## config.mk

```make
export PLATFORM = sky130hd
export DESIGN_NAME = fifo_serial_tx_flat
export DESIGN_NICKNAME = d
export VERILOG_FILES = /design/src/rtl/serial_pkg.sv /design/src/rtl/fifo_serial_tx_if.sv /design/src/rtl/fifo_serial_tx_bit_timer.sv /design/src/rtl/fifo_serial_tx.sv /design/src/flat_wrapper.sv
export SDC_FILE = /design/constraint.sdc
export NUM_CORES = 1
export LEC_CHECK = 0
export BUFFER_PORTS_ARGS = -buffer_cell sky130_fd_sc_hd__buf_2
export CORE_MARGIN = 2
export CORE_UTILIZATION = 30
export DETAILED_ROUTE_END_ITERATION = 8
export SLEW_MARGIN = 10
export SYNTH_ARGS = -nofsm -noshare
export SYNTH_HDL_FRONTEND = slang
export SYNTH_SLANG_ARGS = --single-unit
```

## constraint.sdc

```tcl
create_clock -name clk -period 5 [get_ports clk]
set_input_delay 0.75 -clock clk [delete_from_list [all_inputs] [get_ports clk]]
set_output_delay 0.75 -clock clk [all_outputs]
set_load 0.005 [all_outputs]
```

## src/rtl/serial_pkg.sv

```systemverilog
// Shared types and default sizing for the FIFO-fed serial transmitter.
package serial_pkg;

   localparam int unsigned DATA_W_DEF       = 4;
   localparam int unsigned CLKS_PER_BIT_DEF = 4;
   localparam int unsigned FRAME_BITS       = DATA_W_DEF + 2;

   typedef enum logic [1:0] {
      IDLE  = 2'd0,
      START = 2'd1,
      DATA  = 2'd2,
      STOP  = 2'd3
   } tx_state_t;

endpackage

```

## src/rtl/fifo_serial_tx_if.sv

```systemverilog
// FIFO read-side bus: pop strobe from the transmitter, head word and empty flag from the FIFO.
interface fifo_serial_tx_if
   import serial_pkg::*;
#(
   parameter int unsigned DATA_W = DATA_W_DEF
) ();

   logic              rd;
   logic [DATA_W-1:0] r_data;
   logic              empty;

   modport master (output rd, input r_data, input empty);
   modport slave  (input rd, output r_data, output empty);

endinterface

```

## src/rtl/fifo_serial_tx_bit_timer.sv

```systemverilog
// Bit-period timer: bit_done is high during the last clk of every line bit.
module bit_timer #(
   parameter int unsigned CLKS_PER_BIT = 4
) (
   input  logic clk,
   input  logic reset,
   input  logic restart,
   output logic bit_done
);

   localparam int unsigned CNT_W = (CLKS_PER_BIT > 1) ? $clog2(CLKS_PER_BIT) : 1;
   localparam logic [CNT_W-1:0] LAST = CNT_W'(CLKS_PER_BIT - 1);

   logic [CNT_W-1:0] cnt_q, cnt_d;
   logic             bit_done_q, bit_done_d;

   always_comb begin
      cnt_d      = cnt_q + CNT_W'(1);
      if (restart || bit_done_q) begin
         cnt_d = '0;
      end
      bit_done_d = (cnt_d == LAST);
   end

   always_ff @(posedge clk or negedge reset) begin
      if (!reset) begin
         cnt_q      <= '0;
         bit_done_q <= 1'b0;
      end else begin
         cnt_q      <= cnt_d;
         bit_done_q <= bit_done_d;
      end
   end

   assign bit_done = bit_done_q;

endmodule

```

## src/rtl/fifo_serial_tx.sv

```systemverilog
// Pops words from a first-word-fall-through FIFO and sends each as start, LSB-first data, stop.
module fifo_serial_tx
   import serial_pkg::*;
#(
   parameter int unsigned DATA_W       = DATA_W_DEF,
   parameter int unsigned CLKS_PER_BIT = CLKS_PER_BIT_DEF
) (
   input  logic                     clk,
   input  logic                     reset,
   input  logic                     en,
   fifo_serial_tx_if.master         rd_bus,
   output logic                     tx,
   output logic                     busy
);

   localparam int unsigned BIT_W = (DATA_W > 1) ? $clog2(DATA_W) : 1;
   localparam logic [BIT_W-1:0] LAST_BIT = BIT_W'(DATA_W - 1);

   tx_state_t         state_q, state_d;
   logic [DATA_W-1:0] shift_q, shift_d;
   logic [BIT_W-1:0]  bit_idx_q, bit_idx_d;
   logic              tx_q, tx_d;
   logic              busy_q, busy_d;
   logic              rd_c;
   logic              restart_c;
   logic              bit_done;

   bit_timer #(.CLKS_PER_BIT(CLKS_PER_BIT)) u_bit_timer (
      .clk      (clk),
      .reset    (reset),
      .restart  (restart_c),
      .bit_done (bit_done)
   );

   // Pop is gated by reset so no word is lost while the transmitter is held off.
   assign rd_c = reset & (state_q == IDLE) & en & ~rd_bus.empty;

   always_comb begin
      state_d   = state_q;
      shift_d   = shift_q;
      bit_idx_d = bit_idx_q;
      tx_d      = tx_q;
      busy_d    = busy_q;
      restart_c = 1'b0;
      unique case (state_q)
         IDLE: begin
            if (rd_c) begin
               shift_d   = rd_bus.r_data;
               state_d   = START;
               tx_d      = 1'b0;
               busy_d    = 1'b1;
               restart_c = 1'b1;
            end
         end
         START: begin
            if (bit_done) begin
               state_d   = DATA;
               tx_d      = shift_q[0];
               bit_idx_d = '0;
            end
         end
         DATA: begin
            if (bit_done) begin
               if (bit_idx_q == LAST_BIT) begin
                  state_d = STOP;
                  tx_d    = 1'b1;
               end else begin
                  shift_d   = shift_q >> 1;
                  tx_d      = shift_d[0];
                  bit_idx_d = bit_idx_q + BIT_W'(1);
               end
            end
         end
         STOP: begin
            if (bit_done) begin
               state_d = IDLE;
               busy_d  = 1'b0;
            end
         end
         default: state_d = IDLE;
      endcase
   end

   always_ff @(posedge clk or negedge reset) begin
      if (!reset) begin
         state_q   <= IDLE;
         shift_q   <= '0;
         bit_idx_q <= '0;
         tx_q      <= 1'b1;
         busy_q    <= 1'b0;
      end else begin
         state_q   <= state_d;
         shift_q   <= shift_d;
         bit_idx_q <= bit_idx_d;
         tx_q      <= tx_d;
         busy_q    <= busy_d;
      end
   end

   assign rd_bus.rd = rd_c;
   assign tx        = tx_q;
   assign busy      = busy_q;

endmodule
```

## src/flat_wrapper.sv

```systemverilog
// flat-port wrapper written by rule: the top's interface ports become plain ports
module fifo_serial_tx_flat import serial_pkg::*;
#(
   parameter int unsigned DATA_W       = DATA_W_DEF,
   parameter int unsigned CLKS_PER_BIT = CLKS_PER_BIT_DEF
)
  (clk, reset, en, tx, busy, rd_bus_rd, rd_bus_r_data, rd_bus_empty);
  fifo_serial_tx_if #(.DATA_W(DATA_W)) rd_bus_i ();
  input  logic clk;
  input  logic reset;
  input  logic en;
  output logic tx;
  output logic busy;
  output wire logic [$bits(rd_bus_i.rd)-1:0] rd_bus_rd;
  input wire logic [$bits(rd_bus_i.r_data)-1:0] rd_bus_r_data;
  input wire logic [$bits(rd_bus_i.empty)-1:0] rd_bus_empty;
  assign rd_bus_rd = rd_bus_i.rd;
  assign rd_bus_i.r_data = rd_bus_r_data;
  assign rd_bus_i.empty = rd_bus_empty;
  fifo_serial_tx #(.DATA_W(DATA_W), .CLKS_PER_BIT(CLKS_PER_BIT)) u_core (.clk(clk), .reset(reset), .en(en), .rd_bus(rd_bus_i), .tx(tx), .busy(busy));
endmodule
```

-- Word-level counts from Yosys, hierarchy flattened
Index checks and enable logic that the tools add are counted.
- equal/unequal tests: 11
- reduce and logical (&&, ||, !) cells: 11
- mux-type cells: 24
- bitwise operators: 4
- $add $sub $neg: 2
- operators with widths (cell ; count):
    $mux 2 ; 8
    $mux 4 ; 3
    $reduce_and 4->1 ; 3
    $ne 2x2->1 const B ; 5
    $eq 2x2->1 const B ; 4
    $mux 1 ; 8
    $pmux 2 s4 ; 1
    $pmux 4 s2 ; 1
    $reduce_bool 2->1 ; 3
    $reduce_and 5->1 ; 1
    $add 2x1->2 const B ; 2
    $pmux 2 s2 ; 1
    $and 1x1->1 ; 3
    $pmux 1 s3 ; 1
    $reduce_and 3->1 ; 1
    $reduce_bool 3->1 ; 1
    $eq 2x1->1 const B ; 1
    $logic_not 2->1 ; 1
    $ne 2x1->1 const B ; 1
    $pmux 1 s2 ; 1
    $logic_or 1x1->1 ; 1
    $not 1->1 ; 1
- bits in registers: 13
- input bits: 8
- output and inout port bits: 3

-- Longest topological paths before layout
Gate-level depths: netlist (run 1).
- depth after elaboration: 9
- gate-level depth with buffers: 6
- mapped depth without buffers: 5

-- Hierarchy
A second synthesis (run 1) with hierarchy kept.
- cell total of the unflattened synthesis: 65
- area total of the unflattened synthesis: 794.5 µm²
- by module, submodules not included (module ; area an instance (µm²) ; times used ; seq. area each (µm²) ; cells an instance):
    fifo_serial_tx ; 689.4 ; 1 ; 251.5 ; 58
    bit_timer ; 105.1 ; 1 ; 75.1 ; 7

-- Least setup slack after synthesis (run 1)
No wires, ideal clock.
- kind: register -> output
- from: register u_core.state_q[0]
- to: output port rd_bus_rd
- cell stages (with the launch flop): 4
- arrival: 1.069 ns
- setup slack: 3.181 ns
- path buffers: 0
- cell sequence: dfrtp_1 inv_1 ha_1 and4b_1
- longest elaborated chain between the ends: 4
- RTL lines (item ; line ; RTL):
    start, declared ; fifo_serial_tx.sv:19 ; tx_state_t state_q, state_d;
    start signal, assigned ; fifo_serial_tx.sv:92 ; state_q <= state_d;
    $logic_not 2->1 ; fifo_serial_tx.sv:36 ; assign rd_c = reset & (state_q == IDLE) & en & ~rd_bus.empty;
    $and 1x1->1 (3 in series) ; fifo_serial_tx.sv:36 ;
    end, declared ; flat_wrapper.sv:14 ; output wire logic [$bits(rd_bus_i.rd)-1:0] rd_bus_rd;
Every way passes these cells.

-- Worst setup path after layout (run 1)
Same ends and word-level chain as after synthesis.

==> results of run 1 <==
==> per-stage QoR <==
stage               setup WS [ns]  instances   util  cell area (um^2)  hold slack [ns]
floorplan                    3.18         66      -               785            0.438
global placement             2.75        104  0.347               860            0.463
detailed placement           2.71        104  0.347               860            0.467
CTS                          2.63        108  0.358               886            0.377
global route                 2.52        108  0.358               886            0.375
finish                       2.65        108  0.358               886            0.365
==> worst reg2reg max path, cell delays in order, from the launching register on <==
cell and delay [ns]:
dfrtp_1 0.42, inv_1 0.13, ha_1 0.50, nand3b_1 0.15, a22oi_2 0.25, mux2_2 0.37
==> cell families after synthesis <==
| logic type | Yosys count | synth area share |
|---|---|---|
| compound gates | 13 | 0.153 |
| buf+inv | 5 | 0.0303 |
| simple gates | 17 | 0.136 |
| xor+xnor | 1 | 0.0112 |
| mux | 10 | 0.142 |
| fa+ha+maj | 7 | 0.112 |
| flops | 13 | 0.416 |
==> routing by layer <==
layer	global-route usage	vias to the layer above
met3	0.0403	4
met5	0	-
li1	-	260
met1	0.128	238
met4	0.0366	0
met2	0.183	7
==> placed cells by master (no fill, tap or decap), drive strengths merged, types with 2 or more instances in the layout <==
| cell type | netlist | layout |
|---|---|---|
| a21boi | 2 | 2 |
| mux2 | 9 | 9 |
| ha | 7 | 7 |
| buf | 2 | 10 |
| nor3 | 2 | 2 |
| dfrtp | 12 | 12 |
| o21ba | 2 | 2 |
| clkbuf | 0 | 4 |
| nand3b | 3 | 3 |
| inv | 3 | 3 |
| a22o | 2 | 2 |
| nor2 | 2 | 2 |
| nand2 | 5 | 5 |
| o21ai | 3 | 3 |
| nand2b | 2 | 2 |
==> sequential cells by signal, indices dropped and copies added, names as in the netlist <==
name	flops
u_core.shift_q	4
u_core.u_bit_timer.cnt_q	2
u_core.bit_idx_q	2
u_core.state_q	2
u_core.busy	1
u_core.tx	1
u_core.u_bit_timer.bit_done	1
==> final timing paths <==
| check | slack, ns | endpoint | depth (start not counted) | startpoint |
|---|---|---|---|---|
| setup / recovery | 2.65 | rd_bus_rd | 4 | u_core.state_q[0]$_DFFE_PN0P_ |
| max in group asynchronous | 4.33 | u_core.tx$_DFFE_PN1P_ | 1 | reset |
| setup reg to reg | 3.07 | u_core.shift_q[2]$_DFFE_PN0P_ | 5 | u_core.state_q[0]$_DFFE_PN0P_ |
| hold reg to reg | 0.48 | u_core.u_bit_timer.cnt_q[0]$_DFF_PN0_ | 1 | u_core.u_bit_timer.cnt_q[0]$_DFF_PN0_ |
| hold / removal | 0.37 | u_core.state_q[0]$_DFFE_PN0P_ | 1 | reset |
| min in group clk | 0.48 | u_core.u_bit_timer.cnt_q[0]$_DFF_PN0_ | 1 | u_core.u_bit_timer.cnt_q[0]$_DFF_PN0_ |
==> power breakdown <==
part | internal [mW] | switching (mW)
sequential | 0.155 | 0.0356
combinational | 0.143 | 0.116
clock | 0.0309 | 0.0330
total | 0.328 | 0.184
==> cell type report <==
type	count	area, um^2	area share
Clock buffer	4	26.3	0.0297
Multi-Input combinational cell	48	434	0.490
Inverter	3	11.3	0.0127
Tap cell	30	37.5	0.0424
Timing Repair Buffer	10	50.0	0.0565
Sequential cell	13	327	0.369
==> impl_metrics.toml, run 1 <==
[outcome]
status = "complete, no violations"

[cts]
clock_latency_ns = 0.28
cts_sinks = 13
post_cts_buffers = 0
clkTransAtPathRegs_ns = 0.08
htree_levels = 1
root_buffer = "clkbuf_4"
clock_path_buffers = 2
postCtsResizedCells = 0
cts_made_buffers = 3
hold_buffers = 0
cts_tree = "yes"

[die]
rows = 18
die_w_um = 55.1
die_h_um = 55.1
start_util = 0.317
design.die.area_um2 = 3040
ios = 11
coreArea_um2 = 2480

[power]
power_mw = 0.513
ir_worst_vdd_uv = 429
power_leakage_nw = 0.410
p_per_area_nw_per_um2 = 579

[cells_and_area]
antenna_cells = 0
final_layout_size_suffix_gt1_frac = 0.346
layout.nets = 94
fillers = 270
areaGrowthSynthToFinish_pct = 12.9

[flow_run]
drv_cap = 0

[global_routing]
antenna_found_initial = 0
grt.total_usage = 0.109
grt_pass1_wl_um = 2320
grt.overflow.total = 0
grt_max_degree = 16
grt_pass1_vias = 530

[critical_path]
critPathTopFamily = "flip-flops"
cp.required_ns = 4.25
path_class = "flop to output port"
critPathBufInv = 2
endpoint_kind = "output port"
critical_path.cell_chain = "inv_1 -> ha_1 -> and4b_1 -> buf_2"
crit_arrival_ns = 1.60
startpoint_type = "flop"
slowest_delay_ns = 0.42
slowest_stage = "dfrtp_1"
crit_fanout = 6

[logic_synthesis]
ys_types = 27
synth.area.top_cells = "dfrtp_1, mux2_2, ha_1, a221oi_4, dfstp_2"
synth_edf_count = 0
syn_avg_cell_area_um2 = 11.9
yosys.area.top_type = "dfrtp_1"
synth_ff_type = "dfrtp_1"
synth_nets = 81
synthCells = 66
yosysWarnings = 0
synth.ff_latch_count = 13
yosysSeqAreaShare = 0.416
yosysMostFrequentCell = "dfrtp_1"
synth_common_cells = "dfrtp_1, mux2_2, ha_1"
yosysTopAreaCellShare = 0.383
synthesis.area_um2 = 785
async_flop_share = 1.00

[sta]
fmax_ghz = 0.426
period_needed_ns = 2.35
setup_tns_ns = 0
hold_violations = 0
max_slew_margin = 0.658
fin_crit_sh = 0.469
final-setup-viol-count = 0
grt_setup_unrepaired = "no"
slew_viol_final = 0
tightest_slew_ns = 0.513
clock_skew_ns = 0.00607

[drt]
routedLengthMet1_um = 599
wl_per_cell_um = 11.3
wl_met3_um = 53
highest_layer = "met4"
drc = 0
drt_iter0_drc = 8
routed_wl_um = 1220
vias_per_cell = 4.71
wl_met2_um = 557
vias = 509
drtPass1Iterations = 2
antenna_left = 0

[place]
gp_congestion = 0.669
port_buffers = 10

[min_path]
hold_path_class = "input pin to async pin"
Power figures use the tool's default switching activity.
==> run 2: changes to the inputs <==
==> constraint.sdc (replaced) <==
create_clock -name clk -period 1.95 [get_ports clk]
set_input_delay 0.2925 -clock clk [delete_from_list [all_inputs] [get_ports clk]]
set_output_delay 0.2925 -clock clk [all_outputs]
set_load 0.005 [all_outputs]
==> impl_metrics.toml, run 2 (synthesis results as in run 1) <==
[cts]
cts_tree = "yes"
clock_path_buffers = 2
cts_sinks = 13
clkTransAtPathRegs_ns = 0.08
cts_made_buffers = 3
root_buffer = "clkbuf_4"
clock_latency_ns = 0.27
htree_levels = 1

[drt]
wl_per_cell_um = 12.1
antenna_left = 0
drtPass1Iterations = 4
routed_wl_um = 1350
vias = 537
drc = 0
drt_iter0_drc = 5
vias_per_cell = 4.79

[flow_run]
drv_cap = 0

[power]
power.internal_mw = 0.879
power_leakage_nw = 0.427
pwr-share-clk = 0.120
ir_worst_vdd_uv = 768
power_frac_comb = 0.520
switching_share = 0.360
seqPwrFrac = 0.360
p_per_area_nw_per_um2 = 1490
switchingPower_mw = 0.495

[critical_path]
crit_fanout = 14
critical_path.cell_chain = "dlygate4sd3_1 -> buf_2 -> buf_4 -> and4b_2 -> buf_2"
slowest_delay_ns = 0.52
crit_top_cell = "buf_2"
r2r_end = "u_core.shift_q[0]$_DFFE_PN0P_"
startpoint_type = "input pin"
r2r_cells = 5
cp.required_ns = 1.66
crit_path_start = "reset"
path_class = "input pin to output port"
r2r_setup_slack_ns = 0.17
slowest_stage = "dlygate4sd3_1"
crit_arrival_ns = 1.59
endpoint_kind = "output port"
reg2reg_from = "u_core.state_q[0]$_DFFE_PN0P_"

[sta]
final-setup-viol-count = 0
period_needed_ns = 1.88
grt_setup_unrepaired = "no"
whs_ns = 0.383
setup_tns_ns = 0
tightest_slew_ns = 0.310
max_slew_margin = 0.793
fin_crit_sh = 0.965
hold_violations = 0
clock_skew_ns = 0.000764
setup_ws_ns = 0.0682
fmax_ghz = 0.531
slew_viol_final = 0

[die]
start_util = 0.317
rows = 18
die_h_um = 55.1
design.die.area_um2 = 3040
coreArea_um2 = 2480
ios = 11
die_w_um = 55.1

[outcome]
status = "complete, no violations"

[cells_and_area]
antenna_cells = 0
largest_register = "u_core.shift_q"
fillers = 265
mostFrequentLayoutCell = "dfrtp_1"
final_layout_size_suffix_gt1_frac = 0.390
multiInputGateArea_um2 = 438
areaGrowthSynthToFinish_pct = 17.5
largest_reg_flops = 4
layout.nets = 98
ff_latch_area_um2 = 327
mostFrequentLayoutCells = "dfrtp_1, buf_2, mux2_2"

[min_path]
min_from = "rd_bus_r_data[1]"
hold_path_class = "input pin to flop"
min_to = "u_core.shift_q[1]$_DFFE_PN0P_"
min_path_cells = 3

[place]
dp_hpwl_um = 1010
port_buffers = 10
pre_cts_slack_ns = 0.179
gp_congestion = 0.823

[global_routing]
grt_pass1_wl_um = 2340
grt_max_degree = 15
grt.total_usage = 0.109
grt_pass1_vias = 550
grt.overflow.total = 0
antenna_found_initial = 0
run 2: cell count changes in the layout (fill, tap and decap cells not counted):
| cell | change |
|---|---|
| buf_4 | +3 |
| and4b_1 | -1 |
| and4b_2 | +1 |
| dlygate4sd3_1 | +1 |
| ha_1 | -1 |
| ha_2 | +1 |
run 2: worst max path at each step:
stage                                                to  slack, ns  cells past startpoint
final                                         rd_bus_rd       0.07                      5
after global routing                          rd_bus_rd      0.007                      5
after CTS                                     rd_bus_rd       0.02                      4
after detailed placement  u_core.shift_q[0]$_DFFE_PN0P_       0.18                      5
after global placement    u_core.shift_q[0]$_DFFE_PN0P_       0.21                      5
after floorplan           u_core.shift_q[0]$_DFFE_PN0P_       0.33                      5
run 2: layer usage:
metal / GRT usage / vias up / routed length [um]
met4: 0.0366 / 0 / 0
met2: 0.177 / 4 / 616
met5: 0 / - / 0
met3: 0.0242 / 0 / 38
li1: - / 269 / -
met1: 0.142 / 264 / 695
run 2: stage by stage:
stage                util  std cells  area (um^2)  total power, mW
floorplan               -         66          785             1.04
global placement    0.356        107          882             1.19
detailed placement  0.356        107          882             1.20
CTS                 0.371        112          918             1.38
global route        0.372        112          922             1.50
finish              0.372        112          922             1.37
run 2: cell type report:
| cell class | instances | share of cell area |
|---|---|---|
| Multi-Input combinational cell | 48 | 0.475 |
| Sequential cell | 13 | 0.354 |
| Timing Repair Buffer | 14 | 0.0896 |
| Tap cell | 30 | 0.0407 |
| Clock buffer | 4 | 0.0285 |
| Inverter | 3 | 0.0122 |
run 2: power groups by stage:
stage | clock network, mW | logic, mW | registers (mW)
floorplan | 0 | 0.574 | 0.468
global placement | 0 | 0.697 | 0.493
detailed placement | 0 | 0.704 | 0.500
CTS | 0.174 | 0.712 | 0.495
global route | 0.186 | 0.800 | 0.515
finish | 0.165 | 0.715 | 0.495
run 2: worst max-delay path: cells and delay by family:
kind	cells	cell delay [ns]
buffers and inverters	4	0.99
AND/OR/NAND/NOR	1	0.29
run 2: repair_timing:
item,4_1_cts,5_1_grt
endpoints found under the hold margin,12,0
buffers inserted,0,0
resized for setup,0,2
endpoints found under the setup margin,0,1
hold buffers,1,0
==> run 3: changes to the inputs <==
--- a/config.mk
+++ b/config.mk
@@ -5,10 +5,13 @@
 export SDC_FILE = /design/constraint.sdc
 export NUM_CORES = 1
 export LEC_CHECK = 0
-export BUFFER_PORTS_ARGS = -buffer_cell sky130_fd_sc_hd__buf_2
+export BUFFER_PORTS_ARGS = -buffer_cell sky130_fd_sc_hd__clkbuf_2
+export CELL_PAD_IN_SITES_DETAIL_PLACEMENT = 0
+export CELL_PAD_IN_SITES_GLOBAL_PLACEMENT = 2
 export CORE_MARGIN = 2
 export CORE_UTILIZATION = 30
 export DETAILED_ROUTE_END_ITERATION = 8
+export PLACE_DENSITY_LB_ADDON = 0.1
 export SLEW_MARGIN = 10
 export SYNTH_ARGS = -nofsm -noshare
 export SYNTH_HDL_FRONTEND = slang
==> impl_metrics.toml, run 3 (synthesis results as in run 1) <==
[power]
p_per_area_nw_per_um2 = 1510
ir_worst_vdd_uv = 597
switching_share = 0.362
power_frac_comb = 0.523
switchingPower_mw = 0.499
power_leakage_nw = 0.424
seqPwrFrac = 0.356
pwr-share-clk = 0.121
power.internal_mw = 0.879

[die]
design.die.area_um2 = 3040
coreArea_um2 = 2480
die_w_um = 55.1
die_h_um = 55.1
rows = 18
start_util = 0.317
ios = 11

[cts]
root_buffer = "clkbuf_4"
hold_buffers = 0
post_cts_buffers = 0
clock_latency_ns = 0.27
cts_tree = "yes"
clock_path_buffers = 2
htree_levels = 1
clkTransAtPathRegs_ns = 0.08
cts_sinks = 13
cts_made_buffers = 3

[global_routing]
grt_max_degree = 15
grt.total_usage = 0.113
antenna_found_initial = 0
grt_pass1_vias = 525
grt.overflow.total = 0
grt_pass1_wl_um = 2400

[cells_and_area]
mostFrequentLayoutCells = "dfrtp_1, clkbuf_2, mux2_2"
mostFrequentLayoutCell = "dfrtp_1"
multiInputGateArea_um2 = 438
areaGrowthSynthToFinish_pct = 16.3
largest_reg_flops = 4
fin_cells = 111
antenna_cells = 0
ff_latch_area_um2 = 327
layout.nets = 97
largest_register = "u_core.shift_q"
fillers = 255
final_layout_size_suffix_gt1_frac = 0.395

[sta]
max_slew_margin = 0.769
fin_crit_sh = 0.944
whs_ns = -0.00492
fmax_ghz = 0.543
setup_tns_ns = 0
grt_setup_unrepaired = "no"
tightest_slew_ns = 0.347
period_needed_ns = 1.84
clock_skew_ns = 0.00332
final-setup-viol-count = 0
slew_viol_final = 0
hold_violations = 7

[critical_path]
startpoint_type = "flop"
r2r_end = "u_core.shift_q[1]$_DFFE_PN0P_"
cp.required_ns = 1.66
r2r_setup_slack_ns = 0.15
path_class = "flop to output port"
crit_fanout = 6
endpoint_kind = "output port"
r2r_cells = 5
reg2reg_from = "u_core.state_q[0]$_DFFE_PN0P_"
crit_arrival_ns = 1.55

[drt]
drt_iter0_drc = 8
drc = 0
routed_wl_um = 1410
vias = 522
drtPass1Iterations = 4
wl_per_cell_um = 12.7
antenna_left = 0
vias_per_cell = 4.70

[outcome]
status = "finished with violations"
violations = "negative hold slack"

[place]
dp_hpwl_um = 1050
gp_congestion = 0.659
placed_cells = 107
port_buffers = 10

[flow_run]
drv_cap = 0

[min_path]
hold_path_class = "input pin to async pin"
[run 3: cell count changes in the layout (fill, tap and decap cells not counted)]
cell	previous run	this run
buf_2	10	0
clkbuf_2	0	10
dlygate4sd3_1	1	0
[run 3: cell type report]
| class | count | area share |
|---|---|---|
| Tap cell | 30 | 0.0412 |
| Sequential cell | 13 | 0.358 |
| Clock buffer | 4 | 0.0288 |
| Timing Repair Buffer | 13 | 0.0796 |
| Inverter | 3 | 0.0123 |
| Multi-Input combinational cell | 48 | 0.480 |
[run 3: power groups by stage]
stage                     logic [mW]  clock network (mW)  registers (mW)
after detailed placement       0.723                   0           0.497
final                          0.721               0.166           0.491
after floorplan                0.574                   0           0.468
after global placement         0.725                   0           0.498
after global routing           0.804               0.195           0.510
after CTS                      0.733               0.176           0.492
[run 3: critical path, stage by stage (launching register included)]
cell	delay, ns
dfrtp_1	0.44
inv_1	0.13
ha_2	0.28
and4b_2	0.30
clkbuf_2	0.12
[run 3: stage by stage]
stage | util | cell area, um^2 | power [mW] | setup WS [ns]
detailed placement | 0.356 | 882 | 1.22 | 0.153
CTS | 0.368 | 911 | 1.40 | 0.0706
global placement | 0.356 | 882 | 1.22 | 0.152
finish | 0.368 | 912 | 1.38 | 0.109
floorplan | - | 785 | 1.04 | 0.334
global route | 0.368 | 912 | 1.51 | 0.00427
[run 3: layer usage]
metal / track usage / vias to the layer above / wire length [um]
li1: - / 269 / -
met1: 0.157 / 246 / 756
met2: 0.169 / 5 / 603
met3: 0.0242 / 2 / 31
met4: 0.0488 / 0 / 17
met5: 0 / - / 0
[run 3: worst max-delay path by stage]
stage	from	to
3_3_place_gp	u_core.state_q[0]$_DFFE_PN0P_	u_core.shift_q[1]$_DFFE_PN0P_
5_1_grt	u_core.state_q[1]$_DFFE_PN0P_	rd_bus_rd
6_report	u_core.state_q[1]$_DFFE_PN0P_	rd_bus_rd
4_1_cts	u_core.state_q[1]$_DFFE_PN0P_	rd_bus_rd
3_5_place_dp	u_core.state_q[0]$_DFFE_PN0P_	u_core.shift_q[1]$_DFFE_PN0P_
2_1_floorplan	u_core.state_q[0]$_DFFE_PN0P_	u_core.shift_q[0]$_DFFE_PN0P_
[run 3: what timing repair did]
action	in CTS	in global routing
resized for setup	1	1
endpoints found under the setup margin	1	1
pin swaps	0	0
